==> config.mk <==
export PLATFORM = sky130hd
export DESIGN_NAME = program_loader_flat
export DESIGN_NICKNAME = d
export VERILOG_FILES = /design/src/rtl/program_loader_if.sv /design/src/rtl/program_loader.sv /design/src/flat_wrapper.sv
export SDC_FILE = /design/constraint.sdc
export NUM_CORES = 1
export LEC_CHECK = 0
export CELL_PAD_IN_SITES_DETAIL_PLACEMENT = 2
export CELL_PAD_IN_SITES_GLOBAL_PLACEMENT = 2
export CORE_MARGIN = 2
export CORE_UTILIZATION = 25
export DETAILED_ROUTE_END_ITERATION = 8
export GPL_TIMING_DRIVEN = 1
export PLACE_DENSITY_LB_ADDON = 0.1
export REMOVE_ABC_BUFFERS = 1
export SLEW_MARGIN = 25
export SYNTH_ARGS = -nofsm -noshare
export SYNTH_HDL_FRONTEND = slang
export SYNTH_SLANG_ARGS = --single-unit
==> constraint.sdc <==
create_clock -name clk -period 4.3 [get_ports clk]
set_input_delay 1.29 -clock clk [delete_from_list [all_inputs] [get_ports clk]]
set_output_delay 1.29 -clock clk [all_outputs]
set_load 0.01 [all_outputs]
==> src/rtl/program_loader_if.sv <==
// Byte-stream and memory write-port bundle for program_loader.
// master: the loader (consumes bytes, drives memory writes).
// slave : the environment (byte source and memory).
interface program_loader_if #(
   parameter int ADDR_W = 12
) ();
   logic              in_valid;
   logic              in_ready;
   logic [7:0]        in_data;
   logic              mem_we;
   logic [ADDR_W-1:0] mem_addr;
   logic [31:0]       mem_wdata;
   logic              mem_ack;

   modport master (
      input  in_valid, in_data, mem_ack,
      output in_ready, mem_we, mem_addr, mem_wdata
   );

   modport slave (
      output in_valid, in_data, mem_ack,
      input  in_ready, mem_we, mem_addr, mem_wdata
   );
endinterface

==> src/rtl/program_loader.sv <==
// Boot loader: packs a little-endian byte stream into 32-bit words, writes
// them from word address 0 upward, then holds the core in reset for
// RST_HOLD cycles before releasing it.
// Optional feature macro: LOADER_CHECKSUM_EN -- after the last word, four
// more bytes carry a little-endian 32-bit wrapping sum of all written words;
// a mismatch flags err and returns to IDLE with the core kept in reset.
//
// state  | meaning
// IDLE   | waiting for start, core held in reset
// RECV   | accepting bytes into the current word (or checksum)
// WRITE  | word write pending on the memory port until mem_ack
// HOLD   | image complete, core still in reset for RST_HOLD cycles
// DONE   | core released, load finished
module program_loader #(
   parameter int DEPTH_WORDS = 4096,
   parameter int ADDR_W      = 12,
   parameter int RST_HOLD    = 4
) (
   input  logic              clk,
   input  logic              rst_n,
   input  logic              start_i,
   input  logic [ADDR_W:0]   len_words_i,
   program_loader_if.master  bus,
   output logic              core_rst_n_o,
   output logic              busy_o,
   output logic              done_o,
   output logic              err_o
);

   typedef enum logic [2:0] {
      ST_IDLE  = 3'd0,
      ST_RECV  = 3'd1,
      ST_WRITE = 3'd2,
      ST_HOLD  = 3'd3,
      ST_DONE  = 3'd4
   } state_t;

   localparam logic [ADDR_W:0] DEPTH_L   = (ADDR_W+1)'(DEPTH_WORDS);
   localparam logic [ADDR_W:0] ONE_W     = (ADDR_W+1)'(1);
   localparam logic [7:0]      HOLD_LOAD = 8'(RST_HOLD - 1);

   state_t            state_q;
   logic              in_ready_q;
   logic              mem_we_q;
   logic [ADDR_W-1:0] mem_addr_q;
   logic [31:0]       mem_wdata_q;
   logic              core_rst_n_q;
   logic              busy_q;
   logic              done_q;
   logic              err_q;
   logic [1:0]        byte_cnt_q;
   logic [ADDR_W:0]   word_cnt_q;
   logic [ADDR_W:0]   len_q;
   logic [7:0]        hold_cnt_q;
   logic [ADDR_W:0]   word_cnt_d;
`ifdef LOADER_CHECKSUM_EN
   logic [31:0]       sum_q;
   logic [31:0]       chk_q;
   logic              chk_phase_q;
`endif

   assign word_cnt_d = word_cnt_q + ONE_W;

   assign bus.in_ready  = in_ready_q;
   assign bus.mem_we    = mem_we_q;
   assign bus.mem_addr  = mem_addr_q;
   assign bus.mem_wdata = mem_wdata_q;
   assign core_rst_n_o  = core_rst_n_q;
   assign busy_o        = busy_q;
   assign done_o        = done_q;
   assign err_o         = err_q;

   // Load sequencer: all outputs are registered here.
   always_ff @(posedge clk or negedge rst_n) begin
      if (!rst_n) begin
         state_q      <= ST_IDLE;
         in_ready_q   <= 1'b0;
         mem_we_q     <= 1'b0;
         mem_addr_q   <= '0;
         mem_wdata_q  <= '0;
         core_rst_n_q <= 1'b0;
         busy_q       <= 1'b0;
         done_q       <= 1'b0;
         err_q        <= 1'b0;
         byte_cnt_q   <= '0;
         word_cnt_q   <= '0;
         len_q        <= '0;
         hold_cnt_q   <= '0;
`ifdef LOADER_CHECKSUM_EN
         sum_q        <= '0;
         chk_q        <= '0;
         chk_phase_q  <= 1'b0;
`endif
      end else begin
         case (state_q)
            ST_IDLE, ST_DONE: begin
               if (start_i) begin
                  done_q       <= 1'b0;
                  core_rst_n_q <= 1'b0;
                  byte_cnt_q   <= '0;
                  word_cnt_q   <= '0;
                  mem_addr_q   <= '0;
`ifdef LOADER_CHECKSUM_EN
                  sum_q        <= '0;
                  chk_phase_q  <= 1'b0;
`endif
                  if (len_words_i == '0) begin
                     err_q      <= 1'b0;
                     busy_q     <= 1'b1;
                     hold_cnt_q <= HOLD_LOAD;
                     state_q    <= ST_HOLD;
                  end else if (len_words_i > DEPTH_L) begin
                     err_q   <= 1'b1;
                     busy_q  <= 1'b0;
                     state_q <= ST_IDLE;
                  end else begin
                     len_q      <= len_words_i;
                     err_q      <= 1'b0;
                     busy_q     <= 1'b1;
                     in_ready_q <= 1'b1;
                     state_q    <= ST_RECV;
                  end
               end
            end

            ST_RECV: begin
               if (bus.in_valid && in_ready_q) begin
                  byte_cnt_q <= byte_cnt_q + 2'd1;
`ifdef LOADER_CHECKSUM_EN
                  if (chk_phase_q) begin
                     chk_q[{byte_cnt_q, 3'b000} +: 8] <= bus.in_data;
                     if (byte_cnt_q == 2'd3) begin
                        in_ready_q <= 1'b0;
                        if ({bus.in_data, chk_q[23:0]} == sum_q) begin
                           hold_cnt_q <= HOLD_LOAD;
                           state_q    <= ST_HOLD;
                        end else begin
                           err_q   <= 1'b1;
                           busy_q  <= 1'b0;
                           state_q <= ST_IDLE;
                        end
                     end
                  end else begin
                     mem_wdata_q[{byte_cnt_q, 3'b000} +: 8] <= bus.in_data;
                     if (byte_cnt_q == 2'd3) begin
                        in_ready_q <= 1'b0;
                        mem_we_q   <= 1'b1;
                        state_q    <= ST_WRITE;
                     end
                  end
`else
                  mem_wdata_q[{byte_cnt_q, 3'b000} +: 8] <= bus.in_data;
                  if (byte_cnt_q == 2'd3) begin
                     in_ready_q <= 1'b0;
                     mem_we_q   <= 1'b1;
                     state_q    <= ST_WRITE;
                  end
`endif
               end
            end

            ST_WRITE: begin
               if (mem_we_q && bus.mem_ack) begin
                  mem_we_q   <= 1'b0;
                  word_cnt_q <= word_cnt_d;
`ifdef LOADER_CHECKSUM_EN
                  sum_q      <= sum_q + mem_wdata_q;
`endif
                  if (word_cnt_d == len_q) begin
`ifdef LOADER_CHECKSUM_EN
                     chk_phase_q <= 1'b1;
                     in_ready_q  <= 1'b1;
                     state_q     <= ST_RECV;
`else
                     hold_cnt_q <= HOLD_LOAD;
                     state_q    <= ST_HOLD;
`endif
                  end else begin
                     mem_addr_q <= word_cnt_d[ADDR_W-1:0];
                     in_ready_q <= 1'b1;
                     state_q    <= ST_RECV;
                  end
               end
            end

            ST_HOLD: begin
               if (hold_cnt_q == 8'd0) begin
                  busy_q       <= 1'b0;
                  done_q       <= 1'b1;
                  core_rst_n_q <= 1'b1;
                  state_q      <= ST_DONE;
               end else begin
                  hold_cnt_q <= hold_cnt_q - 8'd1;
               end
            end

            default: state_q <= ST_IDLE;
         endcase
      end
   end

endmodule

==> src/flat_wrapper.sv <==
// flat-port wrapper written by rule: the top's interface ports become plain ports
module program_loader_flat 
#(
   parameter int DEPTH_WORDS = 4096,
   parameter int ADDR_W      = 12,
   parameter int RST_HOLD    = 4
)
  (clk, rst_n, start_i, len_words_i, core_rst_n_o, busy_o, done_o, err_o, bus_in_valid, bus_in_data, bus_mem_ack, bus_in_ready, bus_mem_we, bus_mem_addr, bus_mem_wdata);
  program_loader_if #(.ADDR_W(ADDR_W)) bus_i ();
  input  logic clk;
  input  logic rst_n;
  input  logic start_i;
  input  logic [ADDR_W:0] len_words_i;
  output logic core_rst_n_o;
  output logic busy_o;
  output logic done_o;
  output logic err_o;
  input wire logic [$bits(bus_i.in_valid)-1:0] bus_in_valid;
  input wire logic [$bits(bus_i.in_data)-1:0] bus_in_data;
  input wire logic [$bits(bus_i.mem_ack)-1:0] bus_mem_ack;
  output wire logic [$bits(bus_i.in_ready)-1:0] bus_in_ready;
  output wire logic [$bits(bus_i.mem_we)-1:0] bus_mem_we;
  output wire logic [$bits(bus_i.mem_addr)-1:0] bus_mem_addr;
  output wire logic [$bits(bus_i.mem_wdata)-1:0] bus_mem_wdata;
  assign bus_i.in_valid = bus_in_valid;
  assign bus_i.in_data = bus_in_data;
  assign bus_i.mem_ack = bus_mem_ack;
  assign bus_in_ready = bus_i.in_ready;
  assign bus_mem_we = bus_i.mem_we;
  assign bus_mem_addr = bus_i.mem_addr;
  assign bus_mem_wdata = bus_i.mem_wdata;
  program_loader #(.DEPTH_WORDS(DEPTH_WORDS), .ADDR_W(ADDR_W), .RST_HOLD(RST_HOLD)) u_core (.clk(clk), .rst_n(rst_n), .start_i(start_i), .len_words_i(len_words_i), .bus(bus_i), .core_rst_n_o(core_rst_n_o), .busy_o(busy_o), .done_o(done_o), .err_o(err_o));
endmodule
==> PnR_summary.wiki, run 1 <==
{| class="wikitable"
! Metric !! Value
|-
| Status || completed
|-
| Max Clk Rate || 0.308 GHz
|-
| Post-synthesis async set-or-reset flop share || 100%
|-
| Effective utilization at floorplan || between 20% and 30%
|-
| Count of warnings emitted by yosys || 0
|-
| Crit path buffers/inverters || 1
|-
| RR Startpoint || u_core.word_cnt_q[0]$_DFFE_PN0P_
|-
| Vias after detailed routing || around 3600
|-
| CP max stage delay || 490 ps
|-
| Minimum setup slack among reg-to-reg paths || 1270 ps
|-
| Antenna violation net count after detailed routing || 0
|-
| Crit path depth || 7
|-
| Synth Instances || ~440
|-
| CP arrival || 3490 ps
|-
| Post-CTS setup buffers || 0
|-
| Clock insertion delay at the later pin of the skew report || ~350 ps
|-
| Worst Setup EP || u_core.hold_cnt_q[3]$_DFFE_PN0P_
|-
| Placed cell areas || 0.00542 mm²
|-
| Netlist area before placement || 0.00447 mm²
|-
| Final setup viols || 0
|-
| Filler Cell Count || 1933
|-
| Areal power density over the cells || between 200 and 300 mW/mm²
|-
| Crit path max fanout || 8
|-
| Setup repair after global routing missed its margin || no
|-
| Class of the tightest hold or removal check || reg -> reg
|-
| Relative slew slack || 36.0%
|-
| Placeable core region || 0.0174 mm²
|-
| Library cell occupying the most area in the post-synthesis netlist || sky130_fd_sc_hd__dfrtp_1
|-
| Setup total negative slack || 0 ps
|-
| EDFF count, synth || 0
|-
| Clock root buffer master || sky130_fd_sc_hd__clkbuf_16
|-
| Seq cells post-synth || 88
|-
| Required @ worst endpoint || 4540 ps
|-
| Cell-by-cell listing of the critical path || clkdlybuf4s50_1 > nor4_1 > nand3_1 > or4_1 > nand2_1 > o2111ai_1 > a22o_1
|-
| Worst-case clock skew || 8.89 ps
|-
| Average footprint of a synthesized cell || 10.1 µm²
|-
| TritonCTS clock tree || done
|-
| Detail-routed net length per standard cell || 18.5 µm
|-
| Pin count of the biggest net entering global routing || between 60 and 70
|-
| Pre-CTS setup slack || 624 ps
|-
| Number of buffers created by CTS || 9
|-
| Worst setup SP type || primary input
|-
| R2R depth || 8
|-
| X dimension of the die || 138 µm
|-
| Reg clk slew, reported paths || 70 ps
|-
| Aggregate global-route resource usage || 15.5%
|-
| Top post-synthesis cells by area || sky130_fd_sc_hd__dfrtp_1 (49%), sky130_fd_sc_hd__nand2_1 (8.6%), sky130_fd_sc_hd__o21ai_0 (6.3%)
|-
| Post_cts resized || 0
|-
| Layout cell share with drive strength beyond 1 || 11.0%
|-
| Peak supply drop || 0.190 mV
|-
| Post-CTS Hold Buffers || 0
|-
| Pre-Repair DR Iteration Count || 4
|-
| Final critical delay including setup and external delays || roughly 3200 ps
|-
| Worst setup path start || len_words_i[6]
|-
| Total of buffers placed on input and output ports || 75
|-
| Clock Sinks || slightly below 90
|-
| Distinct cell type count of the synthesized netlist || 57
|-
| Pins over their slew limit || 0
|-
| Wire length of the first global-routing pass || 22200 µm
|-
| Leakage power summed over all cells || 0.00234 µW
|-
| Final cell area excluding filler cells || 0.00570 mm²
|-
| Grt total ovfl || 0
|-
| Number of levels in the clock H-tree || 3
|-
| Maximum clock insertion buffer count || 2
|-
| Most frequently used cell type in the post-synthesis netlist || sky130_fd_sc_hd__nand2_1
|-
| Cell Rows || 48
|-
| Critical-path top delay cell || sky130_fd_sc_hd__or4_1
|-
| Detailed-route DRC error count || 0
|-
| Most frequent cells after synthesis || sky130_fd_sc_hd__nand2_1 (102), sky130_fd_sc_hd__dfrtp_1 (88), sky130_fd_sc_hd__o21ai_0 (56)
|-
| MaxCap Viol Count || 0
|-
| Vias per cell || 4.82
|-
| Category of cells accounting for the largest share of critical-path delay || simple AND/OR/NAND/NOR gates
|-
| Iteration-0 DRC count of the detailed router || 126
|-
| Proportion of netlist area held by the largest area contributor || 49.3%
|-
| Setup slack after layout || roughly 1100 ps
|-
| Prevailing post-synth register cell || sky130_fd_sc_hd__dfrtp_1
|-
| Capture instance of the worst register-to-register path || u_core.bus.mem_addr[0]$_DFFE_PN0P_
|-
| Wirelength, routed || approximately 14000 µm
|-
| Chip Height || 138 µm
|-
| Top Ports || 76
|-
| CP Class || in -> reg
|-
| Initial antenna violation count || 0
|-
| CP endpoint kind || flop
|-
| Post-layout net count || 548
|-
| Gp weighted congestion || 0.755
|-
| Area growth from synthesis to layout || 27.5%
|-
| Area enclosed by the die boundary || 0.0190 mm²
|-
| Post-detailed-placement half-perimeter wirelength || 10100 µm
|-
| Vias in the first global route || 3918
|-
| Share of the yosys chip area belonging to registers || 49.3%
|-
| Hold Violations, Final || 0
|-
| Tcrit/Tclk final || 75.5%
|-
| Worst slew pin tran || around 960 ps
|-
| # diodes || 0
|}
## flip-flops by register name (all words and copies together), names as in the netlist
signal / count
u_core.done_o: 1
u_core.err_o: 1
u_core.len_q: 13
u_core.byte_cnt_q: 2
u_core.bus.mem_addr: 12
u_core.bus.in_ready: 1
u_core.state_q: 3
u_core.busy_o: 1
u_core.bus.mem_wdata: 32
u_core.bus.mem_we: 1
u_core.hold_cnt_q: 8
u_core.word_cnt_q: 13
## kinds of logic after synthesis
logic type	count (synthesis)	synth area share, %
simple gates	180	19.6
compound gates	108	17.0
flops	88	49.3
buf+inv	24	3.08
xor+xnor	22	5.57
mux	13	3.28
fa+ha+maj	8	2.24
## cell usage in the layout (no fill, tap or decap), types with 4 or more instances in the layout
cell type,count
sky130_fd_sc_hd__nand2_1,102
sky130_fd_sc_hd__xnor2_1,11
sky130_fd_sc_hd__nor4_1,5
sky130_fd_sc_hd__buf_4,5
sky130_fd_sc_hd__mux2_2,13
sky130_fd_sc_hd__nand3_1,8
sky130_fd_sc_hd__o2bb2ai_2,10
sky130_fd_sc_hd__a22o_1,4
sky130_fd_sc_hd__dfrtp_1,88
sky130_fd_sc_hd__clkdlybuf4s50_1,74
sky130_fd_sc_hd__inv_1,5
sky130_fd_sc_hd__a31oi_1,4
sky130_fd_sc_hd__o21ai_0,56
sky130_fd_sc_hd__ha_1,8
sky130_fd_sc_hd__nor3_1,4
sky130_fd_sc_hd__nor2_1,22
sky130_fd_sc_hd__and2_1,4
sky130_fd_sc_hd__a21oi_1,11
sky130_fd_sc_hd__clkbuf_16,9
sky130_fd_sc_hd__and3_1,5
sky130_fd_sc_hd__xor2_1,7
sky130_fd_sc_hd__nor3b_1,4
## per-stage QoR
stage	total power, µW	cells	hold slack, ps	utilization (%)
2_1_floorplan	851	424	470	-
3_3_place_gp	904	728	462	31.1
3_5_place_dp	905	728	472	31.1
4_1_cts	1680	744	489	32.7
5_1_grt	1710	744	503	32.7
6_report	1640	744	478	32.7
## cell type report
class / count / area, µm² / share of cell area, %
Multi-Input combinational cell: 331 / 2140 / 37.6
Tap cell: 225 / 282 / 4.94
Clock inverter: 6 / 46.3 / 0.812
Clock buffer: 10 / 229 / 4.02
Sequential cell: 88 / 2200 / 38.6
Timing Repair Buffer: 79 / 778 / 13.7
Inverter: 5 / 18.8 / 0.329
## worst min-delay path, delay by kind of cell, from the launching register on
kind	cells	cell delay, ps
simple gates	1	50
flops	1	340
compound gates	1	60
## power breakdown
group | total (µW) | switching, µW | leakage [µW] | internal [µW]
Clock | 756 | 362 | 0.000129 | 394
Combinational | 57.3 | 33.0 | 0.000995 | 24.3
Sequential | 829 | 1.22 | 0.00122 | 828
Total | 1640 | 396 | 0.00234 | 1250
## metal layers
layer  vias up  track usage [%]  part of all wire (%)
met2        60             25.8                    48
met5         -                0                     0
met3        10             3.16                   3.7
met1      1808             20.7                    47
li1       1710                -                     -
met4         0             3.91                  0.91
## worst min-delay path by stage
stage                                             start                             endpoint  slack (ps)  cells after the start
CTS                 u_core.bus.mem_wdata[2]$_DFFE_PN0P_  u_core.bus.mem_wdata[2]$_DFFE_PN0P_         490                      2
finish              u_core.bus.mem_wdata[2]$_DFFE_PN0P_  u_core.bus.mem_wdata[2]$_DFFE_PN0P_         480                      2
global placement    u_core.bus.mem_wdata[8]$_DFFE_PN0P_  u_core.bus.mem_wdata[8]$_DFFE_PN0P_         460                      2
floorplan             u_core.word_cnt_q[12]$_DFFE_PN0P_    u_core.word_cnt_q[12]$_DFFE_PN0P_         470                      1
detailed placement  u_core.bus.mem_wdata[2]$_DFFE_PN0P_  u_core.bus.mem_wdata[2]$_DFFE_PN0P_         470                      2
global route        u_core.bus.mem_wdata[2]$_DFFE_PN0P_  u_core.bus.mem_wdata[2]$_DFFE_PN0P_         500                      2
No activity file was read; power rests on OpenSTA's default activity.
==> run 2, diff against run 1 <==
Clock period 4.3 ns to 3.2 ns, I/O delays scaled along.
==> PnR_summary.wiki, run 2 (synthesis gave the netlist of run 1 again) <==
{| class="wikitable"
! Metric !! Value
|-
| Status || completed (unchanged)
|-
| Setup repair after global routing missed its margin || no (unchanged)
|-
| Critical-path top delay cell || sky130_fd_sc_hd__or4_1 (unchanged)
|-
| # diodes || 0 (unchanged)
|-
| Filler Cell Count || 1901 (was 1933)
|-
| Maximum clock insertion buffer count || 2 (unchanged)
|-
| Pre-Repair DR Iteration Count || 4 (unchanged)
|-
| CP endpoint kind || flop (unchanged)
|-
| Pin count of the biggest net entering global routing || 42 (was 64)
|-
| Cell-by-cell listing of the critical path || clkdlybuf4s50_1 > nor4_1 > nand3_1 > or4_1 > nand2_1 > o2111ai_1 > a22o_1 (unchanged)
|-
| Post-layout net count || 563 (was 548)
|-
| Final non-filler cell total || 759 (was 744)
|-
| Placeable core region || 0.0174 mm² (unchanged)
|-
| Setup total negative slack || 0 ps (unchanged)
|-
| TritonCTS clock tree || done (unchanged)
|-
| Vias in the first global route || 3971 (was 3918)
|-
| Clock Sinks || 88 (unchanged)
|-
| Relative slew slack || 62.0% (was 36.0%)
|-
| Number of levels in the clock H-tree || 3 (unchanged)
|-
| Fraction of power spent switching nets || 21.0% (was 24.1%)
|-
| Clock insertion delay at the later pin of the skew report || 350 ps (about the same)
|-
| Crit path max fanout || 8 (unchanged)
|-
| Final setup viols || 0 (unchanged)
|-
| Pre-CTS setup slack || -127 ps (was 624 ps)
|-
| CP Class || in -> reg (unchanged)
|-
| Vias after detailed routing || 3629 (was 3588)
|-
| Layout cell share with drive strength beyond 1 || 13.1% (was 11.0%)
|-
| Tcrit/Tclk final || a little over 90%
|-
| Grt total ovfl || 0 (unchanged)
|-
| Worst setup SP type || primary input (unchanged)
|-
| Worst-case clock skew || 5.38 ps (was 8.89 ps)
|-
| Effective utilization at floorplan || 25.7% (unchanged)
|-
| Portion of total power attributed to combinational logic || 3.2% (was 3.5%)
|-
| Category of cells accounting for the largest share of critical-path delay || simple AND/OR/NAND/NOR gates (unchanged)
|-
| Placed cell count || 743 (was 728)
|-
| Area enclosed by the die boundary || 0.0190 mm² (unchanged)
|-
| Area growth from synthesis to layout || 32.0% (was 27.5%)
|-
| Fraction of power consumed by sequential logic || 45.5% (was 50.5%)
|-
| Leakage power summed over all cells || 0.00246 µW (was 0.00234 µW)
|-
| Peak supply drop || 0.235 mV (was 0.190 mV)
|-
| Hold Violations, Final || 0 (unchanged)
|-
| Areal power density over the cells || 415 mW/mm² (was 288 mW/mm²)
|-
| Iteration-0 DRC count of the detailed router || 142 (was 126)
|-
| Clock Power Share || 51.3% (was 46.0%)
|-
| Top Ports || 76 (unchanged)
|-
| Crit path buffers/inverters || 1 (unchanged)
|-
| Total of buffers placed on input and output ports || 75 (unchanged)
|-
| MaxCap Viol Count || 0 (unchanged)
|-
| Post-CTS Hold Buffers || 0 (unchanged)
|-
| Post_cts resized || 0 (unchanged)
|-
| Pins over their slew limit || 0 (unchanged)
|-
| Worst slew pin tran || 568 ps (was 958 ps)
|-
| Aggregate global-route resource usage || 15.5% (about the same)
|-
| Net Switching || 516 µW (was 396 µW)
|-
| Largest register FFs || 32 (unchanged)
|-
| Setup slack after layout || 303 ps (was 1050 ps)
|-
| X dimension of the die || 138 µm (unchanged)
|-
| Vias per cell || 4.78 (was 4.82)
|-
| Class of the tightest hold or removal check || reg -> reg (unchanged)
|-
| Number of buffers created by CTS || 9 (unchanged)
|-
| CP arrival || 3130 ps (was 3490 ps)
|-
| Antenna violation net count after detailed routing || 0 (unchanged)
|-
| Cell Rows || 48 (unchanged)
|-
| Chip Height || 138 µm (unchanged)
|-
| CP max stage delay || 460 ps (was 490 ps)
|-
| Detail-routed net length per standard cell || 18.2 µm (was 18.5 µm)
|-
| Initial antenna violation count || 0 (unchanged)
|-
| Gp weighted congestion || 0.749 (was 0.755)
|-
| Final critical delay including setup and external delays || 2900 ps
|-
| Max Clk Rate || around 0.35 GHz
|-
| Reg clk slew, reported paths || 70 ps (about the same)
|-
| Wirelength, routed || 13800 µm (about the same)
|-
| Clock root buffer master || sky130_fd_sc_hd__clkbuf_16 (unchanged)
|-
| Detailed-route DRC error count || 0 (unchanged)
|-
| Post-detailed-placement half-perimeter wirelength || 10100 µm (about the same)
|-
| Total power after layout || 2450 µW (was 1640 µW)
|-
| Required @ worst endpoint || 3440 ps (was 4540 ps)
|-
| Most frequent standard cell in the layout excluding fill and tap cells || sky130_fd_sc_hd__nand2_1 (unchanged)
|-
| Most frequent cells in the layout || sky130_fd_sc_hd__nand2_1 (102), sky130_fd_sc_hd__dfrtp_1 (88), sky130_fd_sc_hd__clkdlybuf4s50_1 (74) (unchanged)
|-
| Wire length of the first global-routing pass || 22100 µm (was 22200 µm)
|-
| Internal Pwr Total || 1930 µW (was 1250 µW)
|-
| Post-CTS setup buffers || 0 (unchanged)
|}
run 2: cell types whose count changed in the layout (fill, tap and decap cells not counted), sizes merged:
cell	delta
clkinv	-2
buf	+15
clkinvlp	-2
clkbuf	+1
bufinv	+3
run 2: area by class of cell:
cell class,instances,area [µm²],share of cell area [%]
multi-input combinational,331,2130,36.2
inverter,5,18.8,0.318
clock inverter,5,104,1.76
tap,225,282,4.77
clock buffer,11,243,4.11
sequential,88,2200,37.3
timing repair buffer,94,916,15.5
run 2: worst paths after layout:
kind	start	end	slack, ps	cells past startpoint
hold / removal	u_core.bus.mem_wdata[10]$_DFFE_PN0P_	u_core.bus.mem_wdata[10]$_DFFE_PN0P_	480	2
setup reg to reg	u_core.word_cnt_q[1]$_DFFE_PN0P_	u_core.hold_cnt_q[3]$_DFFE_PN0P_	590	8
hold reg to reg	u_core.bus.mem_wdata[10]$_DFFE_PN0P_	u_core.bus.mem_wdata[10]$_DFFE_PN0P_	480	2
min in group asynchronous	rst_n	u_core.bus.mem_wdata[24]$_DFFE_PN0P_	510	1
max in group asynchronous	rst_n	u_core.len_q[0]$_DFFE_PN0P_	2010	2
setup / recovery	len_words_i[6]	u_core.hold_cnt_q[3]$_DFFE_PN0P_	300	7
run 2: power groups by stage:
stage,registers [µW],clock network [µW],logic (µW)
2_1_floorplan,1140,0,8.04
3_3_place_gp,1140,0,82.0
3_5_place_dp,1140,0,82.9
4_1_cts,1110,1300,83.4
5_1_grt,1110,1350,88.1
6_report,1110,1260,78.8
run 2: per-layer routing:
layer,wire length (µm),global-route usage (%),up-vias
li1,-,-,1727
met1,6450,20.5,1822
met2,6600,25.4,66
met3,559,2.87,14
met4,189,5.33,0
met5,0,0,-
run 2: through the flow:
stage	util (%)	cell area [µm²]	hold slack (ps)
after detailed placement	31.9	5550	476
final	33.9	5900	482
after global placement	31.9	5550	462
after floorplan	-	4350	470
after global routing	33.9	5900	516
after CTS	33.9	5900	492
run 2: worst register-to-register path, delay by kind of cell, from the launching register on:
kind,cells,cell delay (ps)
xor+xnor,2,600
fa+ha+maj,1,300
simple gates,1,240
flops,1,420
compound gates,4,950
